==> config.mk <==
export PLATFORM = sky130hd
export DESIGN_NAME = fetch_unit
export DESIGN_NICKNAME = d
export VERILOG_FILES = /design/src/rtl/fetch_unit.sv
export SDC_FILE = /design/constraint.sdc
export NUM_CORES = 1
export LEC_CHECK = 0
export BUFFER_PORTS_ARGS = -buffer_cell sky130_fd_sc_hd__buf_2
export CORE_MARGIN = 2
export CORE_UTILIZATION = 25
export DETAILED_ROUTE_END_ITERATION = 6
export PLACE_DENSITY = 0.41
export SYNTH_ARGS = -nofsm -noshare
export SYNTH_HDL_FRONTEND = slang
export SYNTH_SLANG_ARGS = --single-unit
==> constraint.sdc <==
create_clock -name clk -period 2 [get_ports clk]
set_input_delay 0.2 -clock clk [delete_from_list [all_inputs] [get_ports clk]]
set_output_delay 0.2 -clock clk [all_outputs]
set_load 0.01 [all_outputs]
==> src/rtl/fetch_unit.sv <==
// Instruction fetch stage: owns the PC, keeps one request outstanding to a
// variable-latency instruction memory and buffers the fetched word for decode.
module fetch_unit #(
    parameter logic [15:0] RESET_PC = 16'h0000,
    parameter logic [15:0] NOP_INST = 16'h0800
) (
    input  logic        clk,
    input  logic        rst,
    output logic        imem_req,
    output logic [15:0] imem_addr,
    input  logic        imem_done,
    input  logic [15:0] imem_rdata,
    input  logic        stall,
    input  logic        redirect,
    input  logic [15:0] redirect_pc,
    output logic [15:0] inst,
    output logic [15:0] pc_plus2,
    output logic        inst_valid,
    output logic        halted
);

    typedef enum logic [1:0] {
        FETCH,
        DRAIN,
        WAIT_SLOT,
        HALT
    } state_t;

    // Decode-facing output register; link is the halfword address of inst + 2.
    typedef struct packed {
        logic        valid;
        logic [15:0] word;
        logic [15:1] link;
    } slot_t;

    state_t      state, state_n;
    logic [15:1] pc, pc_n, pc_inc;
    logic [15:1] addr_q;
    logic [15:0] hold, hold_n;
    slot_t       slot, slot_n;
    logic        slot_free;
    logic        unused_bits;

    assign pc_inc      = pc + 15'd1;
    assign slot_free   = !slot.valid || !stall;
    assign unused_bits = redirect_pc[0];

    function automatic logic is_halt(input logic [15:0] w);
        return w[15:11] == 5'b00000;
    endfunction

    always_comb begin
        state_n = state;
        pc_n    = pc;
        hold_n  = hold;
        slot_n  = slot;

        if (slot.valid && !stall) begin
            slot_n.valid = 1'b0;
            slot_n.word  = NOP_INST;
        end

        if (redirect) begin
            slot_n.valid = 1'b0;
            slot_n.word  = NOP_INST;
            hold_n       = NOP_INST;
            pc_n         = redirect_pc[15:1];
            // An outstanding request must finish before the new target is issued.
            case (state)
                FETCH, DRAIN: state_n = imem_done ? FETCH : DRAIN;
                default:      state_n = FETCH;
            endcase
        end else begin
            case (state)
                FETCH: begin
                    if (imem_done) begin
                        pc_n = pc_inc;
                        if (slot_free) begin
                            slot_n  = '{valid: 1'b1, word: imem_rdata, link: pc_inc};
                            state_n = is_halt(imem_rdata) ? HALT : FETCH;
                        end else begin
                            hold_n  = imem_rdata;
                            state_n = WAIT_SLOT;
                        end
                    end
                end
                WAIT_SLOT: begin
                    // pc already points past the held word, so it is the link value.
                    if (!stall) begin
                        slot_n  = '{valid: 1'b1, word: hold, link: pc};
                        state_n = is_halt(hold) ? HALT : FETCH;
                    end
                end
                DRAIN: begin
                    if (imem_done) state_n = FETCH;
                end
                default: ;
            endcase
        end
    end

    always_ff @(posedge clk) begin
        if (rst) begin
            state  <= FETCH;
            pc     <= RESET_PC[15:1];
            addr_q <= RESET_PC[15:1];
            hold   <= NOP_INST;
            slot   <= '{valid: 1'b0, word: NOP_INST, link: RESET_PC[15:1] + 15'd1};
        end else begin
            state <= state_n;
            pc    <= pc_n;
            hold  <= hold_n;
            slot  <= slot_n;
            // Address only moves when a fresh request begins; DRAIN keeps the old one.
            if (state_n == FETCH) addr_q <= pc_n;
        end
    end

    assign imem_req   = (state == FETCH || state == DRAIN) && !rst;
    assign imem_addr  = {addr_q, 1'b0};
    assign inst       = slot.valid ? slot.word : NOP_INST;
    assign inst_valid = slot.valid;
    assign pc_plus2   = {slot.link, 1'b0};
    assign halted     = (state == HALT);

endmodule

After elaboration in Yosys (flattened, before gate mapping)
Index checks and enable logic that the tools add are counted.
{ "word_totals": {"ff_bits": 80, "output_inout_bits": 51, "word_cells": 51} }
{ "classes": {"add_sub_neg": 1, "n_eq_ne": 6, "n_mux": 19, "bitwise_logic": 2, "reduce_logical": 16} }
{ "ops": {"columns": ["op", "n"], "rows": [
  ["$mux W32", 3],
  ["$pmux W32 S2", 1],
  ["$mux W15", 3],
  ["$mux W17", 1],
  ["$mux W16", 1],
  ["$add A15 B1 Y15 const B", 1],
  ["$mux W2", 7],
  ["$logic_not A5 Y1", 2],
  ["$ne A2 B2 Y1 const B", 3],
  ["$pmux W2 S3", 1],
  ["$reduce_and A5 Y1", 1],
  ["$eq A2 B2 Y1 const B", 2],
  ["$logic_not A2 Y1", 2],
  ["$reduce_or A2 Y1", 2],
  ["$logic_not A1 Y1", 3],
  ["$reduce_and A3 Y1", 1],
  ["$eq A2 B1 Y1 const B", 1],
  ["$logic_and A1 B1 Y1", 2],
  ["$logic_or A1 B1 Y1", 2],
  ["$mux W1", 2],
  ["$not A1 Y1", 2],
  ["$reduce_bool A2 Y1", 1]
]} }

Depth between registers and ports, before layout
Gate-level depths: netlist of the first run.
{ "logic_depth": {"ltp_word": 7, "ltp_mapped": 8, "depth_no_buf": 7} }

Worst setup path before layout of the first run
Ideal clock, no wire load.
{ "synth_path": {"kind": "reg-to-reg", "from": "register pc[6] in the netlist's numbering", "to": "register addr_q[14] in the netlist's numbering", "setup_time_ps": 135, "arrival_ps": 1776, "path_slack_ps": 89, "path_stages_with_launch": 8, "path_buffers": 1, "cell_sequence": "dfxtp_1 -> clkbuf_2 -> nand4_1 -> nor2_1 -> nand4_1 -> o211a_1 -> a211oi_1 -> a211oi_2"} }
{ "synth_via": {"elab_chain_len": 4} }
{ "synth_lines": {"columns": ["item", "line", "rtl"], "rows": [
  ["from (decl)", "37", "logic [15:1] pc, pc_n, pc_inc;"],
  ["from (signal assigned)", "105", "pc <= RESET_PC[15:1];"],
  ["from (signal assigned)", "111", "pc <= pc_n;"],
  ["$add A15 B1 Y15", "44", "assign pc_inc = pc + 15'd1;"],
  ["$mux W15", "76", "if (imem_done) begin"],
  ["$mux W15", "74", "case (state)"],
  ["$mux W15", "63", "if (redirect) begin"],
  ["to (signal assigned)", "106", "addr_q <= RESET_PC[15:1];"],
  ["to (signal assigned)", "115", "if (state_n == FETCH) addr_q <= pc_n;"],
  ["to (decl)", "38", "logic [15:1] addr_q;"]
]} }
No other way between the ends.
A chain may end at the register's enable or synchronous reset.

Worst setup path in the final report of the first run
{ "layout_path": {"from": "register hold[15]", "to": "register addr_q[6] in the netlist's numbering"} }
{ "layout_via": {"elab_chain_len": 6} }
{ "layout_lines": {"columns": ["item", "line", "rtl"], "rows": [
  ["from (decl)", "39", "logic [15:0] hold, hold_n;"],
  ["from (signal assigned)", "112", "hold <= hold_n;"],
  ["$logic_not A5 Y1", "49", "return w[15:11] == 5'b00000;"],
  ["$mux W2", "91", "state_n = is_halt(hold) ? HALT : FETCH;"],
  ["$mux W2", "89", "if (!stall) begin"],
  ["$pmux W2 S3", "74", null],
  ["$mux W2", "63", null],
  ["$logic_not A2 Y1", "115", null]
]} }
No other way between the ends.

==> impl_metrics.json, run 1 <==
{
  "drc": 0,
  "cts_buffer_depth": 2,
  "fin_setup_tns_ps": 0,
  "place_congestion": 0.749,
  "whs_path_depth": 3,
  "wl_per_cell_um": 14.9,
  "grt_usage": 0.145,
  "cts_tree": "done",
  "synth_top_cell_by_area": "dfxtp_1",
  "final_core_util": 0.337,
  "dp_hpwl_mm": 8.57,
  "crit_slowest_cell": "or4b_4",
  "path_class": "reg -> reg",
  "cp.arrival_ps": 2240,
  "seq_area_frac_synth": 0.406,
  "grt_pass1_vias": 3818,
  "cts_htree_levels": 3,
  "min_path_type": "in -> reg",
  "holdBufCountCts": 0,
  "synthAdderAreaFrac": 0.00317,
  "synth_flop_cell": "dfxtp_1",
  "finalClockSkew_ps": 4.72,
  "final.period_utilization": 0.973,
  "n_antenna_cell": 0,
  "dieArea_um2": 16800,
  "ys_warn_count": 0,
  "drt_iter0_markers": 178,
  "synth_edf_count": 0,
  "port_buffers": 84,
  "hold_viol_final": 0,
  "final-setup-viol-count": 0,
  "rr_worst_depth": 7,
  "vias_per_cell": 4.79,
  "num_vias": 3800,
  "multi_input_area_um2": 2130,
  "synth_top_family_by_area": "simple AND/OR/NAND/NOR gates",
  "antenna_left": 0,
  "crit_path_cell_trace": "or4b_4 -> nor4_4 -> a21oi_2 -> o211a_4 -> buf_6 -> nor3b_2 -> a21o_1",
  "clkSlewWorstSetupHoldPaths_ps": 60,
  "clk-insertion-delay-late_ps": 340,
  "synth_xor_area_frac": 0.0400,
  "fp-row-count": 45,
  "cts_num_sinks": 80,
  "drive_above_1_share": 0.308,
  "fillers": 1668,
  "syn-instance-count": 487,
  "seq_area_um2": 1600,
  "clk_root_buffer_cell": "clkbuf_16",
  "start_util": 0.257,
  "synth_compound_area_frac": 0.196,
  "antenna_found_initial": 0,
  "crit_required_ps": 2290,
  "grt_max_degree": 35,
  "critPathMaxStageDelay_ps": 540,
  "synth_area_um2": 3940,
  "fin_crit_ps": 1950,
  "max_freq_mhz": 514,
  "synthArstFlopShare": 0,
  "num_io_pins": 88,
  "numCtsBuffers": 9,
  "drt_wl_total_mm": 11.8,
  "ys_types": 58,
  "slew_viol_final": 0,
  "yosys.area_share.simple": 0.257,
  "die_h_um": 130,
  "stdcell_area_um2": 5160,
  "ys_seq_elements": 80,
  "rsz0062_at_grt": "yes",
  "crit_path_start_kind": "flop",
  "status": "finished clean",
  "synth.area.top_cells": "dfxtp_1 41%, nor2_1 6.9%, nand2_1 5.3%",
  "drtPass1Iterations": 6,
  "placeableCoreArea_um2": 15300,
  "p_leak_nw": 2.11,
  "layout.nets": 615,
  "critPathCaptureType": "flop",
  "placed_area_um2": 4720,
  "peakVddDrop_mv": 0.431,
  "powerDensity_nw_per_um2": 777,
  "avgSynthCellArea_um2": 8.10,
  "synth_top_area_frac": 0.406,
  "maxCapViolations": 0,
  "total_power_mw": 4.01,
  "die_w_um": 130,
  "area_growth_syn_to_layout_pct": 30.8,
  "overflow": 0,
  "muxShareOfSynthArea": 0.0156,
  "grt_first_pass_wirelength_mm": 19.2,
  "path_max_fanout": 15
}
## sequential cells by signal (all words and copies together) (netlist names)
register	cells
pc_plus2	15
addr_q	15
pc	15
inst_valid	1
state	2
slot	16
hold	16
## through the flow
step,hold WS [ps],setup slack [ps],cells
4_1_cts,86.0,7.35,792
3_3_place_gp,441,-25.6,775
6_report,102,54.1,793
2_1_floorplan,324,88.8,488
5_1_grt,114,-46.4,793
3_5_place_dp,446,-51.2,775
## critical path: cells and delay by family, from the launching register on
family | cells | cell delay, ps
buf+inv | 1 | 160
simple gates | 3 | 980
compound gates | 3 | 450
flops | 1 | 310
## path summary, 6_finish.rpt
check,from,end,slack [ps]
setup / recovery,hold[15],addr_q[6],50
hold / removal,imem_rdata[6],hold[6],100
setup reg to reg,hold[15],addr_q[6],50
hold reg to reg,hold[3],hold[3],460
## cells in the final DEF, fill, tap and decap left out, types with 3 or more instances in the layout
master,count
buf_2,84
dfxtp_1,78
nor2_1,68
nand2_1,54
buf_4,42
a21oi_1,34
and2_1,21
nor3_1,17
o21ai_0,12
a221oi_1,12
a222oi_1,12
xor2_1,10
clkbuf_16,9
xnor2_1,8
nand2b_1,7
a31oi_1,7
nand3_1,7
mux2i_1,5
nand4_1,5
inv_1,4
a211oi_1,4
or2_2,3
o31ai_1,3
or3_1,3
o22ai_1,3
nor2b_1,3
clkinvlp_4,3
buf_6,3
buf_12,3
## routing by layer
layer | routed length, µm | global-route usage | part of all wire | vias to the layer above
met3 | 555 | 0.0359 | 0.047 | 14
met5 | 0 | 0 | 0 | -
li1 | - | - | - | 1884
met1 | 5450 | 0.185 | 0.46 | 1803
met2 | 5630 | 0.238 | 0.48 | 99
met4 | 209 | 0.0544 | 0.018 | 0
## area by class of cell
type	instances	area share
repair buffers	132	0.161
clock buffers	12	0.0497
clock inverters	4	0.0102
flip-flops and latches	80	0.311
multi-input cells	349	0.413
inverters	5	0.00364
well taps	211	0.0512
## logic make-up (layout without fill, tap and decap cells)
group	Yosys count	count (layout)
compound gates	109	109
xor+xnor	18	18
fa+ha+maj	1	1
buf+inv	59	153
flops	80	80
mux	6	6
other cells	1	2
simple gates	213	213
## power breakdown
| part | internal, mW | switching [mW] |
|---|---|---|
| logic | 0.255 | 0.322 |
| registers | 1.67 | 0.0551 |
| clock network | 1.04 | 0.668 |
| total | 2.96 | 1.05 |
## timing repair
item | CTS | global route
gates cloned | 0 | 0
setup buffers | 1 | 1
gates resized for setup | 3 | 25
endpoints found under the hold margin | 0 | 0
setup endpoints to repair | 12 | 21
pin swaps | 0 | 7
## cells in the mapped netlist (5+ instances only)
library cell,count
clkbuf_1,24
a221oi_1,12
nand2_1,56
nand4_1,5
nand3_1,7
buf_2,8
a222oi_1,12
xor2_1,10
and2_1,22
nor3_1,18
xnor2_1,8
nand2b_1,8
dfxtp_1,80
nor2_1,72
a31oi_1,7
a21oi_1,36
mux2i_1,5
buf_4,17
o21ai_0,13
No activity file was read; power rests on OpenSTA's default activity.
==> run 2, diff against run 1 <==
--- a/config.mk
+++ b/config.mk
@@ -8,8 +8,11 @@
 export BUFFER_PORTS_ARGS = -buffer_cell sky130_fd_sc_hd__buf_2
 export CORE_MARGIN = 2
 export CORE_UTILIZATION = 25
+export CTS_CLUSTER_SIZE = 20
 export DETAILED_ROUTE_END_ITERATION = 6
 export PLACE_DENSITY = 0.41
+export SETUP_SLACK_MARGIN = 0.1
+export SLEW_MARGIN = 40
 export SYNTH_ARGS = -nofsm -noshare
 export SYNTH_HDL_FRONTEND = slang
 export SYNTH_SLANG_ARGS = --single-unit
==> run 2 against run 1 <==
Clock skew rose by 3.3 ps. Setup slack improved by 56 ps. Maximum frequency rose by 3.0%. Sequential share of layout area fell by 0.15 points. Register-to-register slack improved by 60 ps. Final area rose by 0.73%. Total power fell by 3.2%. Via count rose by 0.97%. Combinational power rose by 5.7%.
==> impl_metrics.json, run 2 (synthesized netlist as in run 1, its figures left out) <==
{
  "dp_hpwl_mm": 8.56,
  "placedCellCount": 774,
  "fin_setup_tns_ps": 0,
  "path_max_fanout": 6,
  "powerDensity_nw_per_um2": 747,
  "clkSlewWorstSetupHoldPaths_ps": 60,
  "area_growth_syn_to_layout_pct": 31.7,
  "layout.nets": 617,
  "path_class": "reg -> reg",
  "grt_max_degree": 33,
  "crit_slowest_cell": "or4b_4",
  "fillers": 1669,
  "critPathBufInv": 2,
  "crit_path_cell_trace": "or4b_4 -> nor4_4 -> a21oi_2 -> buf_4 -> o211ai_1 -> buf_4 -> nand3b_1 -> o41ai_1",
  "finalClockSkew_ps": 8.01,
  "numCtsBuffers": 9,
  "status": "finished clean",
  "overflow": 0,
  "num_io_pins": 88,
  "reg_top3": "hold: 16 flops, slot: 16 flops",
  "cp_common_cell": "buf_4",
  "dieArea_um2": 16800,
  "die_w_um": 130,
  "rsz0062_at_grt": "yes",
  "n_antenna_cell": 0,
  "crit_required_ps": 2250,
  "place_congestion": 0.759,
  "total_power_mw": 3.88,
  "peakVddDrop_mv": 0.409,
  "antenna_found_initial": 0,
  "p_leak_nw": 2.11,
  "start_util": 0.257,
  "crit_path_start_kind": "flop",
  "layout.cells.non_filler": 795,
  "drt_wl_total_mm": 12.2,
  "cts_buffer_depth": 2,
  "slew_viol_final": 0,
  "drive_above_1_share": 0.324,
  "grt_usage": 0.151,
  "cts_htree_levels": 3,
  "num_vias": 3837,
  "grt_first_pass_wirelength_mm": 19.5,
  "hold_viol_final": 0,
  "drc": 0,
  "fp-row-count": 45,
  "max_freq_mhz": 529,
  "wl_per_cell_um": 15.3,
  "holdWs_ps": 102,
  "critPathMaxStageDelay_ps": 540,
  "holdBufCountCts": 0,
  "clk_root_buffer_cell": "clkbuf_16",
  "cp.arrival_ps": 2140,
  "placeableCoreArea_um2": 15300,
  "antenna_left": 0,
  "drtPass1Iterations": 6,
  "maxCapViolations": 0,
  "fin_crit_ps": 1890,
  "cts_num_sinks": 80,
  "multi_input_area_um2": 2160,
  "critPathCaptureType": "flop",
  "clk-insertion-delay-late_ps": 340,
  "final.period_utilization": 0.945,
  "port_buffers": 84,
  "vias_per_cell": 4.83,
  "final_cell_mix": "84 x buf_2, 75 x dfxtp_1, 66 x nor2_1",
  "die_h_um": 130,
  "min_path_type": "in -> reg",
  "cts_tree": "done",
  "drt_iter0_markers": 175,
  "grt_pass1_vias": 3791,
  "final-setup-viol-count": 0,
  "layout_commonest_cell": "buf_2",
  "crit_family": "simple AND/OR/NAND/NOR gates",
  "seq_area_um2": 1610
}
run 2: layout make-up:
| cell class | count | share of cell area |
|---|---|---|
| timing repair buffer | 134 | 0.166 |
| inverter | 5 | 0.00361 |
| tap | 211 | 0.0508 |
| clock buffer | 12 | 0.0475 |
| sequential | 80 | 0.310 |
| multi-input combinational | 349 | 0.417 |
| clock inverter | 4 | 0.00578 |
run 2: stage by stage:
step	util	instance area [µm²]	worst slack, ps
after floorplan	-	3950	122
after global placement	0.308	4710	28.1
after detailed placement	0.308	4710	-13.7
after CTS	0.332	5080	-16.5
after global routing	0.339	5190	-11.6
final	0.339	5190	110
run 2: final timing paths:
check / endpoint / cells after the start / from / slack, ps
setup reg to reg: addr_q[7] / 8 / hold[15] / 110
hold / removal: hold[2] / 3 / imem_rdata[2] / 100
hold reg to reg: hold[4] / 2 / hold[4] / 450
setup / recovery: addr_q[7] / 8 / hold[15] / 110
run 2: worst min-delay path: stages:
cell	delay [ps]
buf_2	100
nand2_1	50
a21oi_1	50
run 2: repair_timing:
action | in CTS | in global routing
cloned | 1 | 0
setup buffers | 2 | 2
resized for setup | 19 | 25
endpoints found under the setup margin | 14 | 36
pin swaps | 14 | 10
run 2: routing by layer:
metal,vias up,track usage,part of all wire
li1,1888,-,-
met2,100,0.248,0.48
met1,1838,0.193,0.46
met5,-,0,0
met4,0,0.0392,0.013
met3,11,0.0454,0.050
run 2: where the power goes:
part           switching, mW  total, mW  internal (mW)
Sequential            0.0529       1.73           1.67
Clock                  0.665       1.54          0.878
Combinational          0.338      0.611          0.273
Total                   1.06       3.88           2.82
